--- config.mk ---
export PLATFORM = sky130hd
export DESIGN_NAME = uart_rx
export DESIGN_NICKNAME = d
export VERILOG_FILES = /design/src/rtl/uart_rx_pkg.sv /design/src/rtl/uart_rx_sync2.sv /design/src/rtl/uart_rx.sv
export SDC_FILE = /design/constraint.sdc
export NUM_CORES = 1
export LEC_CHECK = 0
export CORE_MARGIN = 1.5
export CORE_UTILIZATION = 52
export CTS_CLUSTER_DIAMETER = 120
export CTS_CLUSTER_SIZE = 28
export DETAILED_ROUTE_END_ITERATION = 16
export GPL_ROUTABILITY_DRIVEN = 0
export PLACE_DENSITY = 0.74
export SYNTH_ARGS = -nofsm -noshare
export SYNTH_HDL_FRONTEND = slang
export SYNTH_SLANG_ARGS = --single-unit
--- constraint.sdc ---
create_clock -name clk -period 2.7 [get_ports clk]
set_input_delay 0.27 -clock clk [delete_from_list [all_inputs] [get_ports clk]]
set_output_delay 0.27 -clock clk [all_outputs]
set_load 0.005 [all_outputs]
--- src/rtl/uart_rx_pkg.sv ---
// uart_rx_pkg: FSM state encoding and counter-width helper shared by the UART receiver
package uart_rx_pkg;

    typedef enum logic [2:0] {
        IDLE,
        START,
        DATA,
        STOP,
        BREAK
    } state_e;

    function automatic int cnt_width(input int n);
        return (n < 2) ? 1 : $clog2(n);
    endfunction

endpackage

--- src/rtl/uart_rx_sync2.sv ---
// sync2: two-flop synchroniser for an asynchronous input, with selectable reset value
module sync2 #(
    parameter logic RST_VAL = 1'b1
) (
    input  logic clk,
    input  logic rst,
    input  logic d_i,
    output logic q_o
);

    logic meta_q;

    always_ff @(posedge clk) begin
        if (rst) begin
            meta_q <= RST_VAL;
            q_o    <= RST_VAL;
        end else begin
            meta_q <= d_i;
            q_o    <= meta_q;
        end
    end

endmodule

--- src/rtl/uart_rx.sv ---
// uart_rx: 8N1 serial receiver presenting each good byte with a stretched ready level
module uart_rx
    import uart_rx_pkg::*;
#(
    parameter int CLKS_PER_BIT = 1250,
    parameter int READY_HOLD   = 16
) (
    input  logic       clk,
    input  logic       rst,
    input  logic       rx,
    output logic [3:0] uart_addr,
    output logic [7:0] uart_data,
    output logic       uart_ready,
    output logic       frame_error
);

    localparam int CW = cnt_width(CLKS_PER_BIT);
    localparam int RW = cnt_width(READY_HOLD + 1);
    localparam logic [CW-1:0] HALF = CW'(CLKS_PER_BIT / 2 - 1);
    localparam logic [CW-1:0] FULL = CW'(CLKS_PER_BIT - 1);

    logic          rx_s;
    state_e        state_q, state_d;
    logic [CW-1:0] cnt_q, cnt_d;
    logic [2:0]    idx_q, idx_d;
    logic [7:0]    shift_q, shift_d;
    logic [7:0]    data_q, data_d;
    logic [RW-1:0] rdy_q, rdy_d;
    logic          ferr_q, ferr_d;

    sync2 #(.RST_VAL(1'b1)) u_sync (
        .clk (clk),
        .rst (rst),
        .d_i (rx),
        .q_o (rx_s)
    );

    always_ff @(posedge clk) begin
        if (rst) begin
            state_q <= IDLE;
            cnt_q   <= '0;
            idx_q   <= '0;
            shift_q <= '0;
            data_q  <= '0;
            rdy_q   <= '0;
            ferr_q  <= 1'b0;
        end else begin
            state_q <= state_d;
            cnt_q   <= cnt_d;
            idx_q   <= idx_d;
            shift_q <= shift_d;
            data_q  <= data_d;
            rdy_q   <= rdy_d;
            ferr_q  <= ferr_d;
        end
    end

    always_comb begin
        state_d = state_q;
        cnt_d   = (cnt_q == FULL) ? '0 : cnt_q + 1'b1;
        idx_d   = idx_q;
        shift_d = shift_q;
        data_d  = data_q;
        rdy_d   = (rdy_q != '0) ? rdy_q - 1'b1 : '0;
        ferr_d  = 1'b0;
        unique case (state_q)
            IDLE: begin
                cnt_d = '0;
                if (!rx_s) state_d = START;
            end
            START: begin
                if (cnt_q == HALF) begin
                    cnt_d   = '0;
                    idx_d   = '0;
                    state_d = rx_s ? IDLE : DATA;
                end
            end
            DATA: begin
                if (cnt_q == FULL) begin
                    shift_d = {rx_s, shift_q[7:1]};
                    idx_d   = idx_q + 1'b1;
                    if (idx_q == 3'd7) state_d = STOP;
                end
            end
            STOP: begin
                if (cnt_q == FULL) begin
                    state_d = rx_s ? IDLE : BREAK;
                    data_d  = rx_s ? shift_q : data_q;
                    rdy_d   = rx_s ? RW'(READY_HOLD) : rdy_d;
                    ferr_d  = !rx_s;
                end
            end
            BREAK: begin
                cnt_d = '0;
                if (rx_s) state_d = IDLE;
            end
            default: state_d = IDLE;
        endcase
    end

    assign uart_data   = data_q;
    assign uart_addr   = data_q[7:4];
    assign uart_ready  = (rdy_q != '0);
    assign frame_error = ferr_q;

endmodule

==> results.json, run 1 <==
{
  "power_density_nw_per_um2": 578,
  "period_minus_slack_ps": 2170,
  "slowest_stage": "or4_1",
  "grt_max_degree": 24,
  "vias": 1294,
  "viasPerCell": 5.22,
  "synth.avg_cell_area_sq_um": 9.48,
  "cts_tree": "built",
  "synth_cell_types": 35,
  "setup_violations": 0,
  "ir_worst_vdd_v": 0.000369,
  "ys_top_cells_by_area": "dfxtp_1, mux2i_1, nor2_1",
  "htree_levels": 2,
  "die_area_sq_um": 3790,
  "gr-usage-all-layers_pct": 19.4,
  "cp_cell_sequence": "or3_1 > or4_1 > nand3b_1 > nor2_1",
  "syn-num-nets": 197,
  "io_pins": 17,
  "die_y_microns": 61.6,
  "syn_to_final_growth_pct": 13.9,
  "fin_nets": 211,
  "clock_latency_ps": 360,
  "use_met3_pct": 4.83,
  "cpPeakStageDelay_ps": 850,
  "hold_viol_final": 0,
  "crit_fanout": 10,
  "status": "finished, final reports clean",
  "grt_pass1_wl_mm": 5.22,
  "slew_headroom_pct": 62.7,
  "clock-root-buffer": "clkbuf_4",
  "drv_cap": 0,
  "top_usage_layer": "met2",
  "tightestPinTransition_ps": 560,
  "yosys.area.top_type": "dfxtp_1",
  "drc": 0,
  "use_met2_pct": 29.5,
  "nFillCells": 304,
  "synth_fa_ha_area_share_pct": 4.21,
  "die_w_microns": 61.6,
  "cts_buffers": 5,
  "critical_path.top_delay_family": "simple AND/OR/NAND/NOR gates",
  "r2r_cells": 4,
  "synthesis.area_sq_um": 1780,
  "p_leak_nw": 0.778,
  "finalClockSkew_ps": 11.9,
  "first_pass_iters": 4,
  "final_max_slew_viol_count": 0,
  "cts_setup_buffers": 0,
  "clkSlewWorstSetupHoldPaths_ps": 120,
  "cts_hold_buf": 0,
  "cts-resized-gates": 0,
  "synth_mux_area_share_pct": 11.2,
  "antenna_found_initial": 0,
  "setup_slack_ps": 529,
  "ant_nets": 0,
  "max_freq_ghz": 0.461,
  "fin_crit_sh_pct": 80.4,
  "dpl_worst_slack_ps": 507,
  "wl_per_cell_microns": 12.4,
  "cp_data_required_time_ps": 2960,
  "rows": 21,
  "initial_core_util_pct": 53.9,
  "synthCells": 188,
  "drt-initial-drc-count": 42,
  "hold_class": "reg2reg",
  "synth_top_family_by_area": "simple AND/OR/NAND/NOR gates",
  "core_area_sq_um": 3310,
  "synth_xor_xnor_area_share_pct": 4.91,
  "synth_compound_area_share_pct": 4.14,
  "drive_above_1_share_pct": 7.92,
  "grt-ovfl-total": 0,
  "worst-path-stages": 4,
  "whs_path_depth": 1,
  "clk_path_buf_depth": 2,
  "routed_wl_mm": 3.09,
  "startpoint_type": "flop",
  "grt_pass1_vias": 1176,
  "setup_tns_ps": 0,
  "clkSinkCount": 41,
  "final_common_cell": "dfxtp_1",
  "synth_top_area_share_pct": 46.0,
  "ys_ff_latch": 41,
  "synthSimpleGateAreaFrac_pct": 24.2,
  "rsz0062_at_grt": "no",
  "crit_path_end_kind": "flop",
  "worstSetupPathType": "reg2reg",
  "hpwl_mm": 2.24,
  "io_buffers": 16,
  "worst_ep_arrival_time_ps": 2430,
  "r2r_slack_ps": 530,
  "n_antenna_cell": 0,
  "path_buf_inv": 0,
  "use_met1_pct": 24.7,
  "mostFrequentLayoutCells": "dfxtp_1, nor2_1, mux2i_1",
  "seq_area_frac_synth_pct": 46.0,
  "synth_warnings": 0
}
==> worst reg2reg max path, delay by kind of cell, from the launching register on <==
family,cells,cell delay [ps]
DFF,1,370
and+or+nand+nor,4,1710
==> flip-flops by register name, indices dropped and copies added, names as in the netlist <==
name           flops
uart_data          8
state_q            3
u_sync.q_o         1
rdy_q              5
frame_error        1
shift_q            8
u_sync.meta_q      1
cnt_q             11
idx_q              3
==> area by class of cell <==
| cell class | count | area (sq um) | area share [%] |
|---|---|---|---|
| clock inverter | 2 | 35.0 | 1.73 |
| sequential | 41 | 821 | 40.4 |
| clock buffer | 5 | 37.5 | 1.85 |
| multi-input combinational | 129 | 875 | 43.1 |
| inverter | 6 | 22.5 | 1.11 |
| tap | 46 | 57.6 | 2.83 |
| timing repair buffer | 19 | 183 | 9.00 |
==> metal layers <==
metal	vias to the layer above	part of all wire, %
li1	665	-
met1	607	44
met2	15	50
met3	7	3.0
met4	0	2.5
met5	-	0
==> worst paths after layout <==
kind | startpoint | endpoint
min reg2reg | u_sync.meta_q | u_sync.q_o
max reg2reg | cnt_q[2] | rdy_q[3]
max | cnt_q[2] | rdy_q[3]
min | u_sync.meta_q | u_sync.q_o
==> power breakdown <==
group	switching, mW	internal, mW
clock	0.190	0.189
sequential	0.0202	0.632
combinational	0.0663	0.0754
==> per-stage QoR <==
stage	total power [mW]	utilization [%]	cells	hold WS [ps]	instance area, sq um
6_report	1.17	61.3	248	423	2030
5_1_grt	1.23	61.3	248	441	2030
4_1_cts	1.19	61.3	248	427	2030
3_5_place_dp	0.807	59.1	241	398	1960
3_3_place_gp	0.800	59.1	241	402	1960
2_1_floorplan	0.759	-	188	374	1780
==> cells by family (layout without fill, tap and decap cells) <==
logic type / Yosys count / in the layout
muxes: 20 / 20
xor gates and xnor gates: 10 / 10
DFF: 41 / 41
adders and majority gates: 6 / 6
AOI/OAI and AO/OA: 11 / 11
and+or+nand+nor: 82 / 82
buffers and inverters: 18 / 32
==> synthesized netlist by cell type <==
master and count:
buf_6 1, or3b_2 2, buf_2 3, inv_1 6
a32oi_1 1, xnor2_1 5, nand4b_1 3, or3_1 3
o31ai_1 1, or2_2 2, nor2_1 35, nor2b_1 2
buf_4 4, nand2_1 6, or4bb_1 1, a21bo_2 1
a21oi_1 4, nand2b_1 5, xor2_1 5, a41oi_1 1
mux2i_1 20, nand4_1 2, dfxtp_1 41, o21ai_0 2
clkbuf_1 4, nor3_1 6, ha_1 6, nand3b_1 4
or4_1 2, nor4_1 2, and3_1 1, nor4b_1 1
o2bb2ai_1 1, nand3_1 3, and4_1 2
No activity file was read; power rests on OpenSTA's default activity.
==> run 2, diff against run 1 <==
- clock period: 2.7 -> 2.1 ns (I/O delays scaled with it)
==> run 2 against run 1 <==
Compared with the run above: worst hold slack lost 16 ps; utilization up 1.2 points; clock power grew 27%; largest power group unchanged; highest routed layer unchanged.
==> results.json, run 2 (same netlist as run 1, synthesis figures left out) <==
{
  "status": "finished, final reports clean",
  "htree_levels": 2,
  "gr-usage-all-layers_pct": 17.7,
  "clkSinkCount": 41,
  "multi_input_area_sq_um": 885,
  "die_y_microns": 61.6,
  "viasPerCell": 5.15,
  "cts_tree": "built",
  "clock_latency_ps": 350,
  "mostFrequentLayoutCells": "dfxtp_1, nor2_1, mux2i_1",
  "slew_headroom_pct": 77.8,
  "wl_per_cell_microns": 12.4,
  "syn_to_final_growth_pct": 16.1,
  "worst_ep_arrival_time_ps": 2230,
  "setup_tns_ps": 0,
  "fin_nets": 215,
  "ir_worst_vdd_v": 0.000444,
  "r2r_slack_ps": 100,
  "n_antenna_cell": 0,
  "core_area_sq_um": 3310,
  "io_buffers": 16,
  "hold_ws_ps": 407,
  "power.total_mw": 1.50,
  "first_pass_iters": 4,
  "startpoint_type": "flop",
  "drive_above_1_share_pct": 10.7,
  "crit_fanout": 4,
  "hpwl_mm": 2.23,
  "worstSetupPathType": "reg2reg",
  "hold_viol_final": 0,
  "grt-ovfl-total": 0,
  "antenna_found_initial": 0,
  "vias": 1298,
  "final_common_cell": "dfxtp_1",
  "setup_violations": 0,
  "grt_pass1_vias": 1144,
  "tightestPinTransition_ps": 334,
  "clk_path_buf_depth": 2,
  "fin_util_pct": 62.5,
  "drc": 0,
  "fin_crit_sh_pct": 95.2,
  "finalClockSkew_ps": 10.1,
  "drv_cap": 0,
  "p_leak_nw": 0.801,
  "die_area_sq_um": 3790,
  "power_density_nw_per_um2": 727,
  "rows": 21,
  "crit_path_end_kind": "flop",
  "ant_nets": 0,
  "nFillCells": 308,
  "cts_buffers": 5,
  "io_pins": 17,
  "hold_class": "in2reg",
  "routed_wl_mm": 3.12,
  "clkSlewWorstSetupHoldPaths_ps": 120,
  "initial_core_util_pct": 53.9,
  "max_freq_ghz": 0.500,
  "die_w_microns": 61.6,
  "grt_pass1_wl_mm": 4.89,
  "period_minus_slack_ps": 2000,
  "clock-root-buffer": "clkbuf_4",
  "regMostFlops": "cnt_q",
  "final_max_slew_viol_count": 0,
  "stdcell_count": 252,
  "grt_max_degree": 24,
  "cts_hold_buf": 0,
  "drt-initial-drc-count": 41,
  "dp_cells": 245,
  "largest_register_ffs": 11,
  "cp_data_required_time_ps": 2330,
  "seqCellArea_sq_um": 821
}
## run 2: metrics by stage
step                      area, sq um  worst slack, ps
after floorplan                  1780              214
after global placement           1990              144
after detailed placement         1990             43.7
after CTS                        2060             33.1
after global routing             2070            -27.9
final                            2070              100
## run 2: report_power, final
| part | total (mW) | switching, mW | internal (mW) |
|---|---|---|---|
| logic | 0.182 | 0.0836 | 0.0984 |
| clock network | 0.483 | 0.240 | 0.242 |
| registers | 0.840 | 0.0273 | 0.813 |
## run 2: path summary, 6_finish.rpt
kind | start | to | cells past startpoint
max | cnt_q[1] | idx_q[2] | 7
min | rx | u_sync.meta_q | 2
max reg2reg | cnt_q[1] | idx_q[2] | 7
min reg2reg | u_sync.meta_q | u_sync.q_o | 1
## run 2: routing by layer
metal,GRT usage (%),wire (microns)
met1,21.8,1420
met3,4.83,110
met2,28.0,1510
met4,10.0,71
met5,0,0
## run 2: area by class of cell
class	instances	area share [%]
Clock buffer	5	1.81
Inverter	6	1.09
Sequential cell	41	39.6
Timing Repair Buffer	23	10.3
Tap cell	46	2.78
Multi-Input combinational cell	129	42.7
Clock inverter	2	1.69
## run 2: worst max-delay path, stage by stage (launching register included)
cell     delay (ps)
dfxtp_1         360
inv_1            90
ha_1            140
or4bb_1         540
nor4b_2         310
buf_4           180
a21oi_1         120
mux2i_1         150
## run 2: timing repair
item | in CTS | in global routing
setup endpoints to repair | 0 | 13
resized for setup | 0 | 2
setup buffers | 0 | 0
==> run 3, diff against run 2 <==
- ABC_AREA: not set -> 1
- CORE_MARGIN: 1.5 -> not set
- PLACE_DENSITY: 0.74 -> 0.73
==> run 3 against run 2 <==
Compared with the run above: via count increased by 10%; combinational power increased to 2.9 times the previous value; critical endpoint is now uart_ready; largest power group unchanged; first-iteration DRC count increased to 2.7 times the previous value; clock power increased by 13%.
==> results.json, run 3 <==
{
  "status": "finished, final reports clean",
  "tightestPinTransition_ps": 343,
  "mostFrequentLayoutCells": "dfxtp_1, inv_1, nor2_1",
  "clkSinkCount": 41,
  "io_buffers": 16,
  "antenna_found_initial": 0,
  "largest_register_ffs": 11,
  "synthFlopType": "dfxtp_1",
  "synth.avg_cell_area_sq_um": 7.77,
  "drv_cap": 0,
  "vias": 1432,
  "placedInstanceArea_sq_um": 2040,
  "worst_ep_arrival_time_ps": 1560,
  "routed_wl_mm": 3.08,
  "crit_fanout": 2,
  "synth_warnings": 0,
  "regMostFlops": "cnt_q",
  "p_leak_nw": 0.978,
  "syn-num-nets": 249,
  "die_w_microns": 61.9,
  "period_minus_slack_ps": 1770,
  "startpoint_type": "flop",
  "ir_worst_vdd_v": 0.000438,
  "drive_above_1_share_pct": 8.53,
  "wl_per_cell_microns": 10.1,
  "rsz0062_at_grt": "no",
  "die_y_microns": 61.9,
  "cp_data_required_time_ps": 1890,
  "synth_cell_types": 26,
  "hold_class": "in2reg",
  "grt_max_degree": 19,
  "fin_nets": 266,
  "drt-initial-drc-count": 111,
  "cts_tree": "built",
  "grt-ovfl-total": 0,
  "hold_viol_final": 0,
  "core_area_sq_um": 3390,
  "clock_latency_ps": 360,
  "io_pins": 17,
  "first_pass_iters": 4,
  "syn_to_final_growth_pct": 14.2,
  "cts_buffers": 5,
  "crit_path_end_kind": "primary output",
  "rows": 21,
  "final_common_cell": "dfxtp_1",
  "fin_area_sq_um": 2130,
  "clk_path_buf_depth": 2,
  "synth_edf_count": 0,
  "gr-usage-all-layers_pct": 18.7,
  "power_frac_clock_pct": 27.5,
  "htree_levels": 2,
  "worstSetupPathType": "reg2out",
  "final_max_slew_viol_count": 0,
  "setup_violations": 0,
  "clock-root-buffer": "clkbuf_4",
  "switching_share_pct": 32.0,
  "seqPwrFrac_pct": 46.3,
  "synth_most_common_cell": "dfxtp_1",
  "grt_pass1_vias": 1209,
  "synthCells": 240,
  "cts_hold_buf": 0,
  "grt_pass1_wl_mm": 5.15,
  "ys_top_cells_by_area": "dfxtp_1, inv_1, nor2_1",
  "p_int_mw": 1.35,
  "initial_core_util_pct": 55.0,
  "slew_headroom_pct": 77.0,
  "max_freq_ghz": 0.563,
  "power_frac_comb_pct": 26.2,
  "viasPerCell": 4.71,
  "setup_tns_ps": 0,
  "synthArstFlopShare_pct": 0,
  "yosys.area.top_type": "dfxtp_1",
  "finalClockSkew_ps": 11.3,
  "drc": 0,
  "fin_crit_sh_pct": 84.5,
  "p_switching_mw": 0.633,
  "n_antenna_cell": 0,
  "synth_top_area_share_pct": 44.0,
  "ant_nets": 0,
  "die_area_sq_um": 3830,
  "synthesis.area_sq_um": 1870,
  "clkSlewWorstSetupHoldPaths_ps": 130,
  "hpwl_mm": 2.19,
  "power.total_mw": 1.98,
  "ys_ff_latch": 41,
  "synthTopCellsByCount": "dfxtp_1, inv_1, nor2_1",
  "seq_area_frac_synth_pct": 44.0,
  "power_density_nw_per_um2": 930
}
==> run 3: cell count changes after synthesis, moves of 5 or more <==
cell / change
nor2_1: +5
inv_1: +34
nand2_1: +33
nand2b_1: -5
o211a_1: +8
mux2i_1: -20
a211oi_1: +7
nand3_1: +9
==> run 3: layout make-up <==
type / count / area (sq um)
multi-input combinational: 150 / 831
clock inverter: 2 / 37.5
clock buffer: 6 / 51.3
timing repair buffer: 18 / 178
fill: 304 / 1260
sequential: 41 / 821
inverter: 41 / 154
tap: 46 / 57.6
==> run 3: critical path: stages, from the launching register on <==
cell and delay (ps):
dfxtp_1 330, inv_1 70, ha_1 160, nand2_1 70
nor2_1 90, inv_1 50, or2_2 280, dlymetal6s2s_1 160
==> run 3: logic make-up (layout without fill, tap and decap cells) <==
group	count (synthesis)	in the layout	synth area share, %
XOR/XNOR	6	6	2.82
AND/OR/NAND/NOR	109	109	26.6
flip-flops	41	41	44.0
AO/OA/AOI/OAI	29	29	11.1
buffers and inverters	49	67	11.5
adder cells (fa/ha/maj)	6	6	4.02
==> run 3: per-layer routing <==
layer  share of wire, %  track usage (%)  wire length [microns]
met1                 51             25.2                   1570
met3                4.3             6.83                    131
met5                  0                0                      0
met2                 42             27.0                   1300
met4                2.4             7.62                     74
==> run 3: path summary, 6_finish.rpt <==
check                start       endpoint  cells after the start  slack, ps
min                     rx  u_sync.meta_q                      2        420
max reg2reg       cnt_q[0]       idx_q[1]                      8        440
min reg2reg  u_sync.meta_q     u_sync.q_o                      1        420
max               rdy_q[0]     uart_ready                      7        330
==> run 3: stage by stage <==
| stage | setup slack, ps | cells | hold WS (ps) | utilization, % |
|---|---|---|---|---|
| after floorplan | 702 | 240 | 314 | - |
| after global placement | 462 | 296 | 392 | 60.1 |
| after detailed placement | 442 | 296 | 400 | 60.1 |
| after CTS | 14.9 | 304 | 404 | 62.8 |
| after global routing | 195 | 304 | 410 | 62.8 |
| final | 325 | 304 | 415 | 62.8 |
==> run 3: power by group through the flow <==
stage / clock network, mW / registers, mW / logic, mW
2_1_floorplan: 0 / 0.921 / 0.413
3_3_place_gp: 0 / 0.930 / 0.519
3_5_place_dp: 0 / 0.932 / 0.527
4_1_cts: 0.559 / 0.916 / 0.529
5_1_grt: 0.591 / 0.925 / 0.617
6_report: 0.545 / 0.916 / 0.520
==> run 3: repair_timing <==
| item | 4_1_cts | 5_1_grt |
|---|---|---|
| buffers inserted | 0 | 0 |
| setup endpoints to repair | 0 | 1 |
| gates resized for setup | 0 | 1 |
